## src/rtl/counter_updown_param.sv

```systemverilog
// Purpose : parametrised modulo up/down counter with parallel load, terminal count and wrap pulse.
// Latency : one clock from set/enable to q; tc is combinational on q and up; wrap/sat are registered.
// Backpr. : none; every enabled edge advances, set always wins over enable.
//
// Ports:
//   clock  - single clock, rising edge
//   reset  - asynchronous active-low reset (q, wrap, sat cleared immediately)
//   set    - synchronous load of d, clamped to MAX; highest priority
//   enable - count enable, ignored while set=1
//   up     - direction, 1 = increment, 0 = decrement
//   d      - load value
//   q      - registered count, always in 0..MAX
//   tc     - terminal count: up ? (q==MAX) : (q==0)
//   wrap   - one-cycle pulse after q rolls over at either bound
//   sat    - one-cycle pulse after a count is blocked at a bound (saturating build only)
//
// Build option: define COUNTER_SAT_EN to saturate at the bounds instead of wrapping.
// In that build wrap is constant 0; in the default build sat is constant 0.

module counter_updown_param #(
    parameter int unsigned WIDTH = 4,
    parameter int unsigned MAX   = 15
) (
    input  logic             clock,
    input  logic             reset,
    input  logic             set,
    input  logic             enable,
    input  logic             up,
    input  logic [WIDTH-1:0] d,
    output logic [WIDTH-1:0] q,
    output logic             tc,
    output logic             wrap,
    output logic             sat
);

    localparam logic [WIDTH-1:0] MAX_V = WIDTH'(MAX);

    logic [WIDTH-1:0] q_nxt;
    logic             wrap_nxt;
    logic             sat_nxt;
    logic             at_max;
    logic             at_zero;

    assign at_max  = (q == MAX_V);
    assign at_zero = (q == '0);

    // Terminal count follows the current direction, so it is valid even while enable=0.
    assign tc = up ? at_max : at_zero;

    // Next-state: q never exceeds MAX, so q+1 below MAX and q-1 above 0 cannot overflow WIDTH.
    always_comb begin
        q_nxt    = q;
        wrap_nxt = 1'b0;
        sat_nxt  = 1'b0;
        if (set) begin
            q_nxt = (d > MAX_V) ? MAX_V : d;
        end else if (enable) begin
            if (up) begin
                if (!at_max) begin
                    q_nxt = q + WIDTH'(1);
                end else begin
`ifdef COUNTER_SAT_EN
                    sat_nxt  = 1'b1;
`else
                    q_nxt    = '0;
                    wrap_nxt = 1'b1;
`endif
                end
            end else begin
                if (!at_zero) begin
                    q_nxt = q - WIDTH'(1);
                end else begin
`ifdef COUNTER_SAT_EN
                    sat_nxt  = 1'b1;
`else
                    q_nxt    = MAX_V;
                    wrap_nxt = 1'b1;
`endif
                end
            end
        end
    end

    // Pulses are recomputed every edge, so they last exactly one cycle and
    // repeat back-to-back when consecutive edges each hit a bound.
    always_ff @(posedge clock or negedge reset) begin
        if (!reset) begin
            q    <= '0;
            wrap <= 1'b0;
            sat  <= 1'b0;
        end else begin
            q    <= q_nxt;
            wrap <= wrap_nxt;
            sat  <= sat_nxt;
        end
    end

endmodule

```

## config.mk

```make
export PLATFORM = sky130hd
export DESIGN_NAME = counter_updown_param
export DESIGN_NICKNAME = d
export VERILOG_FILES = /design/src/rtl/counter_updown_param.sv
export SDC_FILE = /design/constraint.sdc
export NUM_CORES = 1
export LEC_CHECK = 0
export ABC_AREA = 1
export CAP_MARGIN = 20
export CORE_AREA = 2 2 39 41
export CTS_BUF_LIST = sky130_fd_sc_hd__clkbuf_4
export CTS_CLUSTER_DIAMETER = 30
export DETAILED_ROUTE_END_ITERATION = 10
export DIE_AREA = 0 0 41 43
export GPL_TIMING_DRIVEN = 1
export HOLD_SLACK_MARGIN = 0.03
export PLACE_DENSITY = 0.63
export SLEW_MARGIN = 20
export SYNTH_ARGS = -nofsm -noshare
export SYNTH_HDL_FRONTEND = slang
export SYNTH_SLANG_ARGS = --single-unit
```

## constraint.sdc

```tcl
create_clock -name clock -period 1.72 [get_ports clock]
set_input_delay 0.344 -clock clock [delete_from_list [all_inputs] [get_ports clock]]
set_output_delay 0.344 -clock clock [all_outputs]
set_load 0.01 [all_outputs]
```

==> out/metrics.yaml, run 1 <==
status: "finished clean"
r2r_cells: 9
first_iter_violations: 6
gp_congestion: 0.764
cts_tree: "built"
rsz0062_at_grt: "yes"
dr.max_layer_used: "met4"
p_per_area_mw_per_mm2: 789
portBuffers: 14
fin_area_um2: 647
cts_root_buf: "clkbuf_4"
diodes: 0
p_leak_nw: 0.325
switching_share_pct: 31.7
wl_per_cell_um: 10.7
worst_setup_path_start_kind: "register"
path_max_fanout: 5
max_freq_mhz: 603
min_path_type: "input port to async pin"
fp.dieH_um: 43
yosysUniqueCellTypes: 16
met1_length_um: 404
critPathKind: "register to primary output"
skew_ns: 0.00199
antenna_found_initial: 0
ys_ff_latch: 5
ys_seq_area_share_pct: 34.4
clock_sinks: 5
switching_power_uw: 162
insertion_delay_ns: 0.25
coreArea_mm2: 0.00138
finalHoldViolations: 0
final_nets: 91
grt_overflow: 0
seqPwrFrac_pct: 28.7
wl_met3_um: 76
wl_met2_um: 521
fin_ws_ns: 0.0621
grt_pass1_vias: 408
synth_area_um2: 364
period_share_pct: 96.4
worst_hold_slack_ns: 0.318
grt_start_max_net_pins: 7
cp-end-kind: "primary output"
critPathArrivalTime_ns: 1.31
grt_first_pass_wirelength_um: 1760
drv_slew: 0
syn_nets: 62
period_minus_slack_ns: 1.66
hold_buffers: 0
pin_count: 16
rr_endpoint: "wrap"
power_uw: 510
gr-usage-all-layers_pct: 15.3
finalWirelength_um: 1020
htree_num_levels: 1
dr.pass1.iters: 4
p_clk_share_pct: 31.4
route.vias.total: 430
setup_viol: 0
drive_gt1_share_pct: 27.8
maxCapViolations: 0
intPower_uw: 348
rows: 14
pwr-share-comb_pct: 39.9
syn_inst: 51
cts_buffers: 3
drc_errors: 0
rrSetupSlack_ns: 0.34
reg2reg_from: "q[0]"
placed_area_um2: 577
path_clk_slew_ns: 0.05
synth_warnings: 0
die_area_mm2: 0.00176
fp.dieW_um: 41
finalNonFillerCells: 95
vias_per_cell: 4.53
synth_area_per_cell_um2: 7.14
postRouteAntennaNets: 0
fin_util_pct: 46.7
area_growth_pct: 77.7
place.detailed.hpwl_um: 764
post-place-ws_ns: -0.187
required_ns: 1.38
tns_ns: 0
vdd_drop_max_mv: 0.297
clk_path_buf_depth: 2
place_inst: 88
initial_core_util_pct: 26.3
worst max-delay path, stage by stage, from the launching register on:
cell and delay (ns):
dfrtp_1 0.38, buf_4 0.16, clkdlybuf4s50_1 0.53
sequential cells by signal (all words and copies together) (netlist names):
| signal | count |
|---|---|
| q | 4 |
| wrap | 1 |
power groups by stage:
| stage | sequential (mW) | clock (mW) | combinational (mW) |
|---|---|---|---|
| after global placement | 0.145 | 0 | 0.181 |
| after CTS | 0.146 | 0.168 | 0.203 |
| after detailed placement | 0.145 | 0 | 0.184 |
| after floorplan | 0.159 | 0 | 0.0675 |
| after global routing | 0.149 | 0.177 | 0.226 |
| final | 0.146 | 0.160 | 0.204 |
how the worst max path moves through the flow:
stage / start / end / depth (start not counted)
2_1_floorplan: q[0] / tc / 6
3_3_place_gp: up / tc / 5
3_5_place_dp: up / tc / 5
4_1_cts: q[3] / q[3] / 2
5_1_grt: q[0] / tc / 6
6_report: q[0] / q[0] / 2
routing by layer:
| metal | vias to the layer above | track usage [%] |
|---|---|---|
| met1 | 192 | 18.4 |
| met5 | - | 0 |
| li1 | 220 | - |
| met3 | 3 | 6.28 |
| met2 | 15 | 23.1 |
| met4 | 0 | 6.00 |
final cells by class:
| class | instances | area (um^2) |
|---|---|---|
| well taps | 16 | 20.0 |
| inverters | 10 | 37.5 |
| repair buffers | 25 | 221 |
| clock buffers | 4 | 30.0 |
| fillers | 154 | 737 |
| multi-input cells | 35 | 211 |
| flip-flops and latches | 5 | 126 |
synthesized netlist by cell type:
master / instances / area [um^2]
inv_2: 1 / 3.75
dfrtp_1: 5 / 125
a21oi_2: 1 / 8.76
inv_1: 9 / 33.8
conb_1: 1 / 3.75
o21ai_0: 4 / 20.0
nor2_1: 3 / 11.3
ha_1: 2 / 25.0
xor2_1: 2 / 17.5
nand3_1: 5 / 25.0
nand2_1: 11 / 41.3
buf_4: 1 / 7.51
a22oi_1: 3 / 22.5
nand4_1: 1 / 6.26
o211ai_1: 1 / 7.51
nor3_1: 1 / 5.00
kinds of logic after synthesis:
logic type                 count (synthesis)  synth area share (%)
and+or+nand+nor                           21                  24.4
buffers and inverters                     11                  12.4
AOI/OAI and AO/OA                          9                  16.2
DFF                                        5                  34.4
xor gates and xnor gates                   2                  4.81
adders and majority gates                  2                  6.87
other                                      1                  1.03
cell usage in the layout, fill, tap and decap left out, drive strengths merged:
| cell type | count |
|---|---|
| nand4 | 1 |
| nor3 | 1 |
| nand3 | 5 |
| nand2 | 11 |
| inv | 10 |
| dfrtp | 5 |
| conb | 1 |
| a22oi | 3 |
| ha | 2 |
| buf | 12 |
| xor2 | 2 |
| clkdlybuf4s50 | 13 |
| o211ai | 1 |
| o21ai | 4 |
| nor2 | 3 |
| clkbuf | 4 |
| a21oi | 1 |
timing repair:
| item | in CTS | in global routing |
|---|---|---|
| cloned | 0 | 0 |
| setup endpoints to repair | 1 | 2 |
| buffers inserted | 2 | 1 |
| gates resized for setup | 10 | 1 |
| pin swaps | 1 | 1 |
Note: power is estimated with default switching activity, not from simulation.
==> inputs of run 2 (changes only) <==
--- a/config.mk
+++ b/config.mk
@@ -12,6 +12,7 @@
 export CTS_CLUSTER_DIAMETER = 30
 export DETAILED_ROUTE_END_ITERATION = 10
 export DIE_AREA = 0 0 41 43
+export GPL_ROUTABILITY_DRIVEN = 0
 export GPL_TIMING_DRIVEN = 1
 export HOLD_SLACK_MARGIN = 0.03
 export PLACE_DENSITY = 0.63
==> results of run 2 <==
No change in the layout: final DEF, timing and power equal those of run 1.
==> inputs of run 3 (changes only) <==
--- a/config.mk
+++ b/config.mk
@@ -5,7 +5,6 @@
 export SDC_FILE = /design/constraint.sdc
 export NUM_CORES = 1
 export LEC_CHECK = 0
-export ABC_AREA = 1
 export CAP_MARGIN = 20
 export CORE_AREA = 2 2 39 41
 export CTS_BUF_LIST = sky130_fd_sc_hd__clkbuf_4
@@ -15,7 +14,7 @@
 export GPL_ROUTABILITY_DRIVEN = 0
 export GPL_TIMING_DRIVEN = 1
 export HOLD_SLACK_MARGIN = 0.03
-export PLACE_DENSITY = 0.63
+export PLACE_DENSITY = 0.64
 export SLEW_MARGIN = 20
 export SYNTH_ARGS = -nofsm -noshare
 export SYNTH_HDL_FRONTEND = slang
==> out/metrics.yaml, run 3 <==
status: "finished clean"
critPathKind: "register to primary output"
finalWirelength_um: 1020
fin_area_um2: 634
r2r_cells: 7
htree_num_levels: 1
diodes: 0
grt_pass1_vias: 345
setup_viol: 0
synth_area_per_cell_um2: 8.91
placed_area_um2: 587
clk_path_buf_depth: 2
yosys.area.top_type: "dfrtp_1"
yosysUniqueCellTypes: 24
fp.dieW_um: 41
required_ns: 1.38
rows: 14
regMostFlops: "q"
worst_setup_path_start_kind: "register"
vias_per_cell: 4.66
synth_area_um2: 374
reg2reg_from: "q[0]"
synth_warnings: 0
post-place-ws_ns: -0.417
initial_core_util_pct: 27.0
worst_hold_slack_ns: 0.319
dr.pass1.iters: 5
insertion_delay_ns: 0.25
critPathArrivalTime_ns: 1.32
critPathBufInv: 2
die_area_mm2: 0.00176
path_clk_slew_ns: 0.05
grt_overflow: 0
gr-usage-all-layers_pct: 13.3
first_iter_violations: 7
drive_gt1_share_pct: 29.0
reg_top3: "q (4), wrap (1)"
finalHoldViolations: 0
critPathMaxStageDelay_ns: 0.53
maxCapViolations: 0
grt_start_max_net_pins: 8
p_per_area_mw_per_mm2: 800
slowest_stage: "clkdlybuf4s50_1"
portBuffers: 14
netlist.area_leader.share_pct: 33.4
final_cell_mix: "clkdlybuf4s50_1, buf_4, nand2_1, dfrtp_1"
path_max_fanout: 6
antenna_found_initial: 0
grt_first_pass_wirelength_um: 1510
largest_reg_flops: 4
drv_slew: 0
ys_ff_latch: 5
rr_endpoint: "q[3]"
async_flop_share_pct: 100
cp_top_family: "buffers and inverters"
cts_root_buf: "clkbuf_4"
min_path_type: "input port to async pin"
period_minus_slack_ns: 1.67
cp-end-kind: "primary output"
yosys-top-cells-count: "dfrtp_1, nand2_1, o21ai_0, xnor2_1"
skew_ns: 0.00754
vdd_drop_max_mv: 0.446
period_share_pct: 96.9
fin_ws_ns: 0.0531
p_leak_nw: 0.296
fp.dieH_um: 43
power_uw: 508
postRouteAntennaNets: 0
drc_errors: 0
cts_buffers: 3
place.detailed.hpwl_um: 740
rsz0062_at_grt: "yes"
area_growth_pct: 69.6
route.vias.total: 396
cts_tree: "built"
path_cells: "buf_4, clkdlybuf4s50_1"
max_freq_mhz: 600
clock_sinks: 5
final_nets: 81
pin_count: 16
rrSetupSlack_ns: 0.25
ys.flop_type: "dfrtp_1"
syn_inst: 42
ys_seq_area_share_pct: 33.4
synth_edf_count: 0
wl_per_cell_um: 12.0
synth_area_leaders: "dfrtp_1, xnor2_1, ha_1, o21ai_0, nand2_1"
syn_nets: 53
coreArea_mm2: 0.00138
==> run 3: how the worst max path moves through the flow <==
stage | start | to | cells after the start
3_3_place_gp | up | tc | 4
4_1_cts | up | tc | 5
2_1_floorplan | q[0] | tc | 4
6_report | q[3] | q[3] | 2
5_1_grt | q[1] | tc | 5
3_5_place_dp | up | tc | 4
==> run 3: layout make-up <==
cell class	instances	area, um^2
Timing Repair Buffer	26	228
Tap cell	16	20.0
Sequential cell	5	125
Fill cell	134	749
Multi-Input combinational cell	32	224
Inverter	2	7.51
Clock buffer	4	30.0
==> run 3: cell families (layout without fill, tap and decap cells) <==
kind of cell	after synthesis	count (layout)	share of synthesized area, %
compound gates	12	12	22.1
xor+xnor	3	3	7.02
fa+ha+maj	2	2	6.69
buf+inv	5	32	8.03
flops	5	5	33.4
mux	1	1	2.68
other cells	1	1	1.00
simple gates	13	13	19.1
==> run 3: metrics by stage <==
stage / util, % / TNS, ns / instances
after global placement: 42.4 / -0.377 / 79
after floorplan: - / 0 / 42
final: 45.8 / 0 / 85
after CTS: 44.6 / 0 / 83
after detailed placement: 42.4 / -0.421 / 79
after global routing: 45.8 / -0.0592 / 85
==> run 3: where the power goes <==
| part | switching (mW) | internal [mW] |
|---|---|---|
| registers | 0.00817 | 0.131 |
| clock network | 0.0561 | 0.104 |
| logic | 0.0905 | 0.118 |
| total | 0.155 | 0.353 |
==> run 3: repair_timing <==
item	CTS	global route
hold buffers	0	0
pin swaps	0	1
setup buffers	0	2
setup endpoints to repair	1	3
resized for setup	5	1
==> run 3: worst reg2reg max path, cell delays in order (launching register included) <==
cell     delay (ns)
dfrtp_1        0.38
buf_4          0.16
ha_1           0.21
buf_4          0.14
a21o_1         0.14
nand2_1        0.07
a21oi_1        0.07
o31ai_1        0.21
==> run 3: layer usage <==
layer,vias to the layer above,GRT usage [%],routed length [um]
met5,-,0,0
met4,0,2.00,1
met3,2,9.42,97
met2,22,17.8,530
met1,175,17.6,395
li1,197,-,-
